## src/rtl/cnn_pkg.sv

```systemverilog
// Shared types for the CNN streaming layers: pooling mode and pool FSM states.
// No logic; types only.
// Imported by the pooling block, its accumulator line and the testbench.
package cnn_pkg;

  typedef enum logic {
    POOL_MAX,
    POOL_AVG
  } pool_mode_t;

  typedef enum logic [1:0] {
    IDLE,
    RUN,
    DRAIN,
    DONE
  } pool_state_t;

endpackage

```

## src/rtl/pool2d_stream_if.sv

```systemverilog
// Pixel-in / pooled-pixel-out stream bundle for pool2d_stream.
// No logic; the handshake timing belongs to the endpoints.
// Both streams are valid/ready; a transfer happens when valid && ready.
interface pool2d_stream_if #(
  parameter int DATA_WIDTH = 16
);

  logic                         in_valid;
  logic                         in_ready;
  logic signed [DATA_WIDTH-1:0] in_data;
  logic                         out_valid;
  logic                         out_ready;
  logic signed [DATA_WIDTH-1:0] out_data;
  logic                         out_last;

  // Upstream/downstream side (drives pixels, accepts pooled results).
  modport master (
    output in_valid, in_data, out_ready,
    input  in_ready, out_valid, out_data, out_last
  );

  // Pooling block side.
  modport slave (
    input  in_valid, in_data, out_ready,
    output in_ready, out_valid, out_data, out_last
  );

endinterface

```

## src/rtl/pool_line_acc.sv

```systemverilog
// One row of window accumulators, one per pooled output column.
// Result is combinational from the current accumulator and the incoming pixel.
// No flow control; the caller strobes wr_en only on accepted pixels.
module pool_line_acc
  import cnn_pkg::*;
#(
  parameter int DATA_WIDTH = 16,
  parameter int ACC_W      = 18,
  parameter int OUT_SIZE   = 14,
  parameter int IDX_W      = 4
) (
  input  logic                         clk,
  input  logic                         wr_en,
  input  logic [IDX_W-1:0]             idx,
  input  logic                         first,
  input  pool_mode_t                   mode,
  input  logic signed [DATA_WIDTH-1:0] data_in,
  output logic signed [ACC_W-1:0]      result
);

  logic signed [ACC_W-1:0] acc_q [OUT_SIZE];
  logic signed [ACC_W-1:0] acc_d;
  logic signed [ACC_W-1:0] acc_cur;
  logic signed [ACC_W-1:0] data_ext;

  // Fold the incoming pixel into its column's window (restart on the window's first pixel).
  always_comb begin
    data_ext = ACC_W'(data_in);
    acc_cur  = acc_q[idx];
    acc_d    = data_ext;
    if (!first) begin
      if (mode == POOL_AVG) begin
        acc_d = acc_cur + data_ext;
      end else begin
        acc_d = (data_ext > acc_cur) ? data_ext : acc_cur;
      end
    end
  end

  // Store the updated window value; contents are meaningless until rewritten by a first pixel.
  always_ff @(posedge clk) begin
    if (wr_en) begin
      acc_q[idx] <= acc_d;
    end
  end

  assign result = acc_d;

endmodule

```

## src/rtl/pool2d_stream.sv

```systemverilog
// Streaming non-overlapping POOLxPOOL max/avg pooling over channel-major raster pixels.
// Pooled pixel is valid one cycle after its window-closing input pixel is accepted.
// Any held output stalls the whole input stream (in_ready drops until out_ready).
module pool2d_stream
  import cnn_pkg::*;
#(
  parameter int DATA_WIDTH = 16,
  parameter int CHANNELS   = 8,
  parameter int IN_SIZE    = 28,
  parameter int POOL       = 2
) (
  input  logic           clk,
  input  logic           reset,
  input  logic           start,
  input  pool_mode_t     mode,
  pool2d_stream_if.slave s,
  output logic           busy,
  output logic           done
);

  localparam int OUT_SIZE = IN_SIZE / POOL;
  localparam int SHIFT    = $clog2(POOL);
  localparam int ACC_W    = DATA_WIDTH + 2 * SHIFT;
  localparam int CW       = (IN_SIZE > 1) ? $clog2(IN_SIZE) : 1;
  localparam int CHW      = (CHANNELS > 1) ? $clog2(CHANNELS) : 1;
  localparam int IDX_W    = (OUT_SIZE > 1) ? $clog2(OUT_SIZE) : 1;

  localparam logic [CW-1:0]  POS_MAX = CW'(IN_SIZE - 1);
  localparam logic [CHW-1:0] CH_MAX  = CHW'(CHANNELS - 1);

  pool_state_t state_q, state_d;
  pool_mode_t  mode_q, mode_d;
  logic [CW-1:0]  c_q, c_d, r_q, r_d;
  logic [CHW-1:0] ch_q, ch_d;

  logic                         out_valid_q, out_valid_d;
  logic                         out_last_q, out_last_d;
  logic signed [DATA_WIDTH-1:0] out_data_q, out_data_d;

  logic                    in_ready;
  logic                    accept;
  logic                    out_fire;
  logic                    win_first;
  logic                    win_close;
  logic                    frame_last;
  logic [IDX_W-1:0]        oc;
  logic signed [ACC_W-1:0] acc_res;
  logic signed [ACC_W-1:0] avg_res;

  // Handshake qualifiers and position of the current pixel inside its window.
  always_comb begin
    in_ready   = (state_q == RUN) && (!out_valid_q || s.out_ready);
    accept     = s.in_valid && in_ready;
    out_fire   = out_valid_q && s.out_ready;
    win_first  = (r_q[SHIFT-1:0] == '0) && (c_q[SHIFT-1:0] == '0);
    win_close  = (&r_q[SHIFT-1:0]) && (&c_q[SHIFT-1:0]);
    frame_last = (ch_q == CH_MAX) && (r_q == POS_MAX) && (c_q == POS_MAX);
    oc         = IDX_W'(c_q >> SHIFT);
  end

  pool_line_acc #(
    .DATA_WIDTH (DATA_WIDTH),
    .ACC_W      (ACC_W),
    .OUT_SIZE   (OUT_SIZE),
    .IDX_W      (IDX_W)
  ) u_acc (
    .clk     (clk),
    .wr_en   (accept),
    .idx     (oc),
    .first   (win_first),
    .mode    (mode_q),
    .data_in (s.in_data),
    .result  (acc_res)
  );

  // Output register: hold until taken, reload when a window closes (same cycle as a take is fine).
  always_comb begin
    avg_res     = acc_res >>> (2 * SHIFT);
    out_valid_d = out_valid_q && !s.out_ready;
    out_last_d  = out_last_q && !out_fire;
    out_data_d  = out_data_q;
    if (accept && win_close) begin
      out_valid_d = 1'b1;
      out_last_d  = frame_last;
      out_data_d  = (mode_q == POOL_AVG) ? avg_res[DATA_WIDTH-1:0] : acc_res[DATA_WIDTH-1:0];
    end
  end

  // Frame sequencing and raster counters (col fastest, then row, then channel).
  always_comb begin
    state_d = state_q;
    mode_d  = mode_q;
    c_d     = c_q;
    r_d     = r_q;
    ch_d    = ch_q;
    case (state_q)
      IDLE: begin
        if (start) begin
          state_d = RUN;
          mode_d  = mode;
          c_d     = '0;
          r_d     = '0;
          ch_d    = '0;
        end
      end
      RUN: begin
        if (accept) begin
          if (c_q == POS_MAX) begin
            c_d = '0;
            if (r_q == POS_MAX) begin
              r_d  = '0;
              ch_d = (ch_q == CH_MAX) ? '0 : ch_q + 1'b1;
            end else begin
              r_d = r_q + 1'b1;
            end
          end else begin
            c_d = c_q + 1'b1;
          end
          if (frame_last) begin
            state_d = DRAIN;
          end
        end
      end
      DRAIN: begin
        if (out_fire) begin
          state_d = DONE;
        end
      end
      DONE:    state_d = IDLE;
      default: state_d = IDLE;
    endcase
  end

  // State registers; reset abandons any frame in progress.
  always_ff @(posedge clk) begin
    if (reset) begin
      state_q     <= IDLE;
      mode_q      <= POOL_MAX;
      c_q         <= '0;
      r_q         <= '0;
      ch_q        <= '0;
      out_valid_q <= 1'b0;
      out_last_q  <= 1'b0;
      out_data_q  <= '0;
    end else begin
      state_q     <= state_d;
      mode_q      <= mode_d;
      c_q         <= c_d;
      r_q         <= r_d;
      ch_q        <= ch_d;
      out_valid_q <= out_valid_d;
      out_last_q  <= out_last_d;
      out_data_q  <= out_data_d;
    end
  end

  assign s.in_ready  = in_ready;
  assign s.out_valid = out_valid_q;
  assign s.out_data  = out_data_q;
  assign s.out_last  = out_last_q;
  assign busy        = (state_q != IDLE);
  assign done        = (state_q == DONE);

endmodule

```

## src/flat_wrapper.sv

```systemverilog
// flat-port wrapper written by rule: the top's interface ports become plain ports
module pool2d_stream_flat import cnn_pkg::*;
#(
  parameter int DATA_WIDTH = 16,
  parameter int CHANNELS   = 8,
  parameter int IN_SIZE    = 28,
  parameter int POOL       = 2
)
  (clk, reset, start, mode, busy, done, s_in_valid, s_in_data, s_out_ready, s_in_ready, s_out_valid, s_out_data, s_out_last);
  pool2d_stream_if #(.DATA_WIDTH(DATA_WIDTH)) s_i ();
  input  logic clk;
  input  logic reset;
  input  logic start;
  input  pool_mode_t mode;
  output logic busy;
  output logic done;
  input wire logic [$bits(s_i.in_valid)-1:0] s_in_valid;
  input wire logic [$bits(s_i.in_data)-1:0] s_in_data;
  input wire logic [$bits(s_i.out_ready)-1:0] s_out_ready;
  output wire logic [$bits(s_i.in_ready)-1:0] s_in_ready;
  output wire logic [$bits(s_i.out_valid)-1:0] s_out_valid;
  output wire logic [$bits(s_i.out_data)-1:0] s_out_data;
  output wire logic [$bits(s_i.out_last)-1:0] s_out_last;
  assign s_i.in_valid = s_in_valid;
  assign s_i.in_data = s_in_data;
  assign s_i.out_ready = s_out_ready;
  assign s_in_ready = s_i.in_ready;
  assign s_out_valid = s_i.out_valid;
  assign s_out_data = s_i.out_data;
  assign s_out_last = s_i.out_last;
  pool2d_stream #(.DATA_WIDTH(DATA_WIDTH), .CHANNELS(CHANNELS), .IN_SIZE(IN_SIZE), .POOL(POOL)) u_core (.clk(clk), .reset(reset), .start(start), .mode(mode), .s(s_i), .busy(busy), .done(done));
endmodule
```

## config.mk

```make
export PLATFORM = sky130hd
export DESIGN_NAME = pool2d_stream_flat
export DESIGN_NICKNAME = d
export VERILOG_FILES = /design/src/rtl/cnn_pkg.sv /design/src/rtl/pool2d_stream_if.sv /design/src/rtl/pool_line_acc.sv /design/src/rtl/pool2d_stream.sv /design/src/flat_wrapper.sv
export SDC_FILE = /design/constraint.sdc
export NUM_CORES = 1
export LEC_CHECK = 0
export ABC_CLOCK_PERIOD_IN_PS = 5650
export CAP_MARGIN = 20
export CORE_UTILIZATION = 61
export DETAILED_ROUTE_END_ITERATION = 16
export PLACE_DENSITY = 0.79
export REMOVE_ABC_BUFFERS = 1
export SKIP_LAST_GASP = 1
export SYNTH_ARGS = -nofsm -noshare
export SYNTH_HDL_FRONTEND = slang
export SYNTH_SLANG_ARGS = --single-unit
```

## constraint.sdc

```tcl
create_clock -name clk -period 5.65 [get_ports clk]
set_clock_uncertainty 0.05 [all_clocks]
set_input_delay 1.695 -clock clk [delete_from_list [all_inputs] [get_ports clk]]
set_output_delay 1.695 -clock clk [all_outputs]
set_load 0.01 [all_outputs]
```

==> results of run 1 <==
==> routing by layer <==
metal | share of wire [%] | GRT usage [%] | wire, um
met1 | 41 | 42.5 | 13400
met2 | 46 | 47.2 | 14700
met3 | 9.9 | 6.12 | 3210
met4 | 3.1 | 9.90 | 1010
met5 | 0 | 0 | 0
==> worst paths after layout <==
check | endpoint | slack, ps
max | u_core.u_acc.acc_q[5][9] | 510
min | u_core.s.out_data[10] | 410
max reg2reg | u_core.u_acc.acc_q[5][9] | 510
min reg2reg | u_core.s.out_data[10] | 410
==> registers in the layout, summed over array words and instances, names as in the netlist, named ones only <==
signal	count
u_core.c_q	5
u_core.ch_q	3
u_core.mode_q	1
u_core.r_q	5
u_core.s.out_data	16
u_core.s.out_last	1
u_core.s.out_valid	1
u_core.state_q	2
u_core.u_acc.acc_q	252
==> area by class of cell <==
class,count,area (um^2)
flip-flops and latches,290,8330
fillers,1371,5950
multi-input cells,580,4710
repair buffers,102,906
clock buffers,34,764
well taps,275,344
inverters,39,146
clock inverters,16,131
==> cells in the mapped netlist (27+ instances only) <==
library cell and number:
dfxtp_1 38, nor3_1 32, nand2_1 63, inv_1 38
mux2i_1 30, a21oi_1 65, o21ai_0 31, nor2_1 73
ha_1 44, edfxtp_1 252, clkbuf_1 27, mux4_2 55
==> stage by stage <==
step | power, mW | utilization, % | worst slack, ps
after floorplan | 3.72 | - | -1170
after global placement | 4.19 | 67.8 | 244
after detailed placement | 4.22 | 67.8 | 252
after CTS | 6.01 | 72.0 | 521
after global routing | 6.27 | 72.0 | 150
final | 6.01 | 72.0 | 507
==> power by group through the flow <==
| stage | clock, mW | combinational, mW | sequential (mW) |
|---|---|---|---|
| 2_1_floorplan | 0 | 1.00 | 2.72 |
| 3_3_place_gp | 0 | 1.49 | 2.69 |
| 3_5_place_dp | 0 | 1.52 | 2.69 |
| 4_1_cts | 1.83 | 1.53 | 2.65 |
| 5_1_grt | 1.92 | 1.70 | 2.65 |
| 6_report | 1.81 | 1.55 | 2.65 |
==> cells by family after synthesis <==
family,count (synthesis)
fa+ha+maj,45
mux,88
xor+xnor,18
flops,290
buf+inv,91
simple gates,247
compound gates,182
==> worst register-to-register path, cell delays in order, from the launching register on <==
cell and delay (ps):
dfxtp_4 650, buf_4 330, mux4_2 530, mux2i_1 180
nor2_1 60, a21oi_1 350, ha_1 380, and3_1 170
nand4_1 140, o21ai_0 130, o21bai_2 270, nand2_1 140
buf_4 150, buf_4 200, nor3_1 230, a21oi_1 70
o211ai_1 760
==> cells in the final DEF, fill, tap and decap left out, drive strengths merged, types with 32 or more instances in the layout <==
cell type / instances
edfxtp: 252
nor2: 73
a21oi: 66
nand2: 64
buf: 60
mux4: 55
ha: 44
clkdlybuf4s50: 42
inv: 40
dfxtp: 38
clkbuf: 34
o21ai: 32
nor3: 32
==> metrics.md, run 1 <==
| Metric | Value |
|---|---|
| CP max FO | 21 |
| PwrDens | 392 nW/um^2 |
| Hpwl dp | between 20 and 25 mm |
| Non-filler cells in the finished layout | 1336 |
| Syn Inst Count | 961 |
| Total CTS buffers | 28 |
| Post-Syn Area | 13400 um^2 |
| Simple-gate share of the synthesized area | under 10% |
| Die area | 22600 um^2 |
| Register area share after synthesis | 62.1% |
| Slew margin rel. | 34.2% |
| Setup violations, final | 0 |
| Clock Pin Slew Worst Setup and Hold Paths | 60 ps |
| Drt pass-1 iters | 5 |
| Period utilization | roughly 90% |
| Area of the core | 21300 um^2 |
| Cells on Worst Hold Path | 2 |
| Initial core utilization | between 60% and 70% |
| Worst path bufs/invs | 3 |
| Worst slew pin tran | 987 ps |
| Synth Area in Compound Gates | 8.67% |
| Largest cells by area after synthesis | edfxtp_1 56%, mux4_2 9.2%, dfxtp_1 5.7% |
| Mean Syn Cell Area | between 10 and 15 um^2 |
| Layout area overhead | 14.4% |
| CP Class | reg -> reg |
| Pint | approximately 4.3 mW |
| Chip width | 150 um |
| Status | finished clean |
| Postcts setup bufs | 0 |
| Critical path, cell by cell | buf_4 > mux4_2 > mux2i_1 > nor2_1 > a21oi_1 > ha_1 > and3_1 > nand4_1 > o21ai_0 > o21bai_2 > nand2_1 > buf_4 > buf_4 > nor3_1 > a21oi_1 > o211ai_1 |
| Post-CTS resize count | 0 |
| Port buffer count | 42 |
| Worst EP required | 5800 ps |
| Adder-cell share of the synthesized area | 4.26% |
| Hold crit path type | reg -> reg |
| # IOs | 43 |
| Initial DRC Count | 885 |
| Pleak | approximately 5.2 nW |
| WL per Instance | about 24 um |
| Main flop type after synthesis | edfxtp_1 |
| Worst setup EP type | flip-flop |
| Number of synthesis warnings | 0 |
| Main combinational cell family by area after synthesis | multiplexers |
| Max-capacitance violation count | 0 |
| # rows | 53 |
| Placed Instance Area | 14400 um^2 |
| Worst path depth | 16 |
| Sw Share | 29.3% |
| Drc violations | 0 |
| Mux contribution to synthesized area | 11.7% |
| Switching power | between 1.5 and 2 mW |
| Post-synth cell types | 67 |
| Crit path launch type | flip-flop |
| Hold path start | u_core.s.out_data[10] |
| Placer Congestion | 1.02 |
| Htree depth | 1 |
| GRT Resource Usage Total | 30.1% |
| Post-synth EDFFs | ~250 |
| Dpl cells | 1286 |
| Vias | 8726 |
| Antenna cells | 0 |
| Die height | between 150 and 200 um |
| CTS tree | done |
| Slowest cell on the critical path | o211ai_1 |
| Layout cells sized above 1 | 17.6% |
| CP peak stage delay | approximately 760 ps |
| Fmax | 0.194 GHz |
| RSZ-0062 raised after global routing | no |
| Asr flop ratio synth | 0% |
| Fin crit period | 5140 ps |
| Number of global-route vias before repair | 8501 |
| Flop pwr share | 44.1% |
| Routed Antenna Nets | 0 |
| Max Root-Sink Buffers | 3 |
| Hold Vio Cnt, Final | 0 |
| Finished Cell Area | roughly 15000 um^2 |
| CP arrival | 5290 ps |
| Post-Route WL | 32.4 mm |
| Post-synthesis xor/xnor area fraction | 1.18% |
| Seq cells post-synth | between 200 and 300 |
| Hold_buf cts | 0 |
| Final nets | around 1100 |
| Largest net degree at the start of global routing | 38 |
| Clock Power Share | 30.1% |
| Comb pwr share | 25.8% |
| Hold Slack | between 400 and 500 ps |
| Total negative setup slack | 0 ps |
| Worst reg2reg path depth | 16 |
| Initial antenna violation count | 0 |
| First-pass GRT wire length | 49.2 mm |
| CTS Root Cell | clkbuf_16 |
| Crit path max-delay family | compound AO/OA/AOI/OAI gates |
| Crit-path most repeated cell | buf_4 |
| Peak supply drop | 0.331 mV |
| Global route total overflow | 0 |
| Worst skew pair latency | 550 ps |
| Sink Count | slightly below 300 |
| Synth area leader | edfxtp_1 |
| Final slew viol count | 0 |
| Vias per inst | between 6 and 7 |
| Post-synth top area share | 56.5% |
Power figures use the tool's default switching activity.
==> run 2: changes to the inputs <==
ABC_CLOCK_PERIOD_IN_PS = not set   (was 5650)
CORE_MARGIN = 2   (was not set)
CTS_BUF_LIST = sky130_fd_sc_hd__clkbuf_8   (was not set)
==> metrics.md, run 2 (synthesis results as in run 1) <==
| Metric | Value |
|---|---|
| CP peak stage delay | 840 ps (+80 ps) |
| Finished Cell Area | 15200 um^2 (-1.1%) |
| Drt pass-1 iters | 5 (unchanged) |
| Hold Vio Cnt, Final | 0 (unchanged) |
| Global route total overflow | 0 (unchanged) |
| Worst slew pin tran | 1050 ps (+65.1 ps) |
| Status | finished clean |
| Placed Instance Area | 14300 um^2 (-0.67%) |
| Post-Route WL | 32.3 mm (about the same) |
| Area of the core | 21700 um^2 (+1.9%) |
| Non-filler cells in the finished layout | 1360 (+1.8%) |
| Post-CTS resize count | 0 (unchanged) |
| Max reg flops | 252 (unchanged) |
| Hold crit path type | reg -> reg |
| CTS Root Cell | clkbuf_8 |
| Most frequent cells in the layout | 252 x edfxtp_1, 65 x a21oi_1, 64 x nor2_1, 63 x nand2_1, 58 x inv_1 |
| RSZ-0062 raised after global routing | no |
| Initial DRC Count | 869 (-1.8%) |
| Clock Pin Slew Worst Setup and Hold Paths | 60 ps (about the same) |
| Pleak | 5.23 nW (-0.22%) |
| Final nets | 1111 (+0.27%) |
| Vias | 8666 (-0.69%) |
| Final slew viol count | 0 (unchanged) |
| Antenna cells | 0 (unchanged) |
| Sink Count | 290 (unchanged) |
| Total CTS buffers | 45 (+61%) |
| Postcts setup bufs | 0 (unchanged) |
| CP arrival | 5400 ps (+110 ps) |
| Crit path launch type | flip-flop |
| Max-capacitance violation count | 0 (unchanged) |
| CTS tree | done |
| Period utilization | 92.9% (+1.8 points) |
| CP Class | reg -> reg |
| Dpl cells | 1277 (-0.70%) |
| Placer Congestion | 1.05 (+2.9%) |
| Htree depth | 2 (+1) |
| Chip width | 152 um (+1.3%) |
| Drc violations | 0 (unchanged) |
| Routed Antenna Nets | 0 (unchanged) |
| Fmax | 0.191 GHz (-2.0%) |
| Die height | 152 um (+1.3%) |
| Total power | 5.77 mW (-4.0%) |
| Initial antenna violation count | 0 (unchanged) |
| Critical path, cell by cell | buf_12 > mux4_2 > mux2i_1 > nor2_1 > a21oi_1 > ha_1 > and3_1 > nand4_1 > o21ai_0 > o21bai_2 > nand2_1 > buf_4 > nor3_1 > a21oi_1 > o221ai_1 |
| Post-layout util | 69.9% (-2.1 points) |
| Number of global-route vias before repair | 8543 (+0.49%) |
| Worst skew pair latency | 560 ps (about the same) |
| Vias per inst | 6.37 (-2.4%) |
| Worst reg2reg path depth | 15 (-1) |
| Setup violations, final | 0 (unchanged) |
| WL per Instance | 23.8 um (-1.8%) |
| Peak supply drop | 0.233 mV (-30%) |
| Initial core utilization | 61.8% (-1.2 points) |
| PwrDens | 381 nW/um^2 (-3.0%) |
| Final setup margin | 403 ps (-104 ps) |
| Slew margin rel. | 29.9% (-4.3 points) |
| # rows | 54 (+1.9%) |
| # IOs | 43 (unchanged) |
| Slowest cell on the critical path | o221ai_1 |
| Hold_buf cts | 0 (unchanged) |
| Crit-path most repeated cell | a21oi_1 |
| Hold Slack | 424 ps (+12.3 ps) |
| Cells on Worst Hold Path | 2 (unchanged) |
| Layout cells sized above 1 | 17.5% (-0.12 points) |
| Largest net degree at the start of global routing | 38 (unchanged) |
| Worst EP required | 5810 ps (about the same) |
| Largest Register | u_core.u_acc.acc_q |
| Hpwl dp | 20.6 mm (-2.3%) |
| Worst setup EP type | flip-flop |
| GRT Resource Usage Total | 27.9% (-2.2 points) |
| First-pass GRT wire length | 49.0 mm (-0.56%) |
| Die area | 23200 um^2 (+2.7%) |
| Fin crit period | 5250 ps (+104 ps) |
| Port buffer count | 42 (unchanged) |
| Layout area overhead | 13.2% |
| CP max FO | 33 (+57%) |
| Dpl ws | 257 ps (+4.91 ps) |
| Total negative setup slack | 0 ps (unchanged) |
| Commonest non-fill, non-tap cell in the layout | edfxtp_1 |
| Max Root-Sink Buffers | 3 (unchanged) |
run 2: cell types whose count changed in the layout (fill, tap and decap cells not counted):
cell / before / now
clkbuf_8: 2 / 46
clkbuf_16: 29 / 0
inv_1: 38 / 58
buf_4: 56 / 43
clkbuf_1: 3 / 0
clkinv_2: 5 / 7
buf_2: 1 / 0
bufinv_16: 2 / 1
clkinvlp_4: 2 / 1
inv_8: 0 / 1
run 2: final cells by class:
type | instances | area, um^2
Clock buffer | 46 | 633
Clock inverter | 37 | 190
Fill cell | 1445 | 6520
Inverter | 39 | 146
Multi-Input combinational cell | 580 | 4710
Sequential cell | 290 | 8330
Tap cell | 280 | 350
Timing Repair Buffer | 88 | 803
run 2: critical path: cells and delay by family (launching register included):
| family | cells | cell delay [ps] |
|---|---|---|
| AO/OA/AOI/OAI | 5 | 1700 |
| adder cells (fa/ha/maj) | 1 | 380 |
| buffers and inverters | 2 | 550 |
| flip-flops | 1 | 570 |
| multiplexers | 2 | 740 |
| AND/OR/NAND/NOR | 5 | 860 |
run 2: worst paths after layout:
path | end | from | slack [ps]
worst max-delay path | u_core.u_acc.acc_q[13][1] | flip-flop | 400
worst max register to register | u_core.u_acc.acc_q[13][1] | flip-flop | 400
worst min register to register | u_core.ch_q[1] | u_core.ch_q[1] | 420
worst min-delay path | u_core.ch_q[1] | u_core.ch_q[1] | 420
run 2: report_power, final:
| group | total (mW) | internal [mW] | switching [mW] |
|---|---|---|---|
| Sequential | 2.65 | 2.60 | 0.0443 |
| Clock | 1.60 | 0.811 | 0.786 |
| Combinational | 1.53 | 0.583 | 0.946 |
| Total | 5.77 | 4.00 | 1.78 |
run 2: layer usage:
metal  global-route usage, %  routed length, um  up-vias
met3                    5.35               3250       70
met1                    39.7              13000     4257
li1                        -                  -     3873
met5                       0                  0        -
met4                    9.92                958        0
met2                    43.9              15100      466
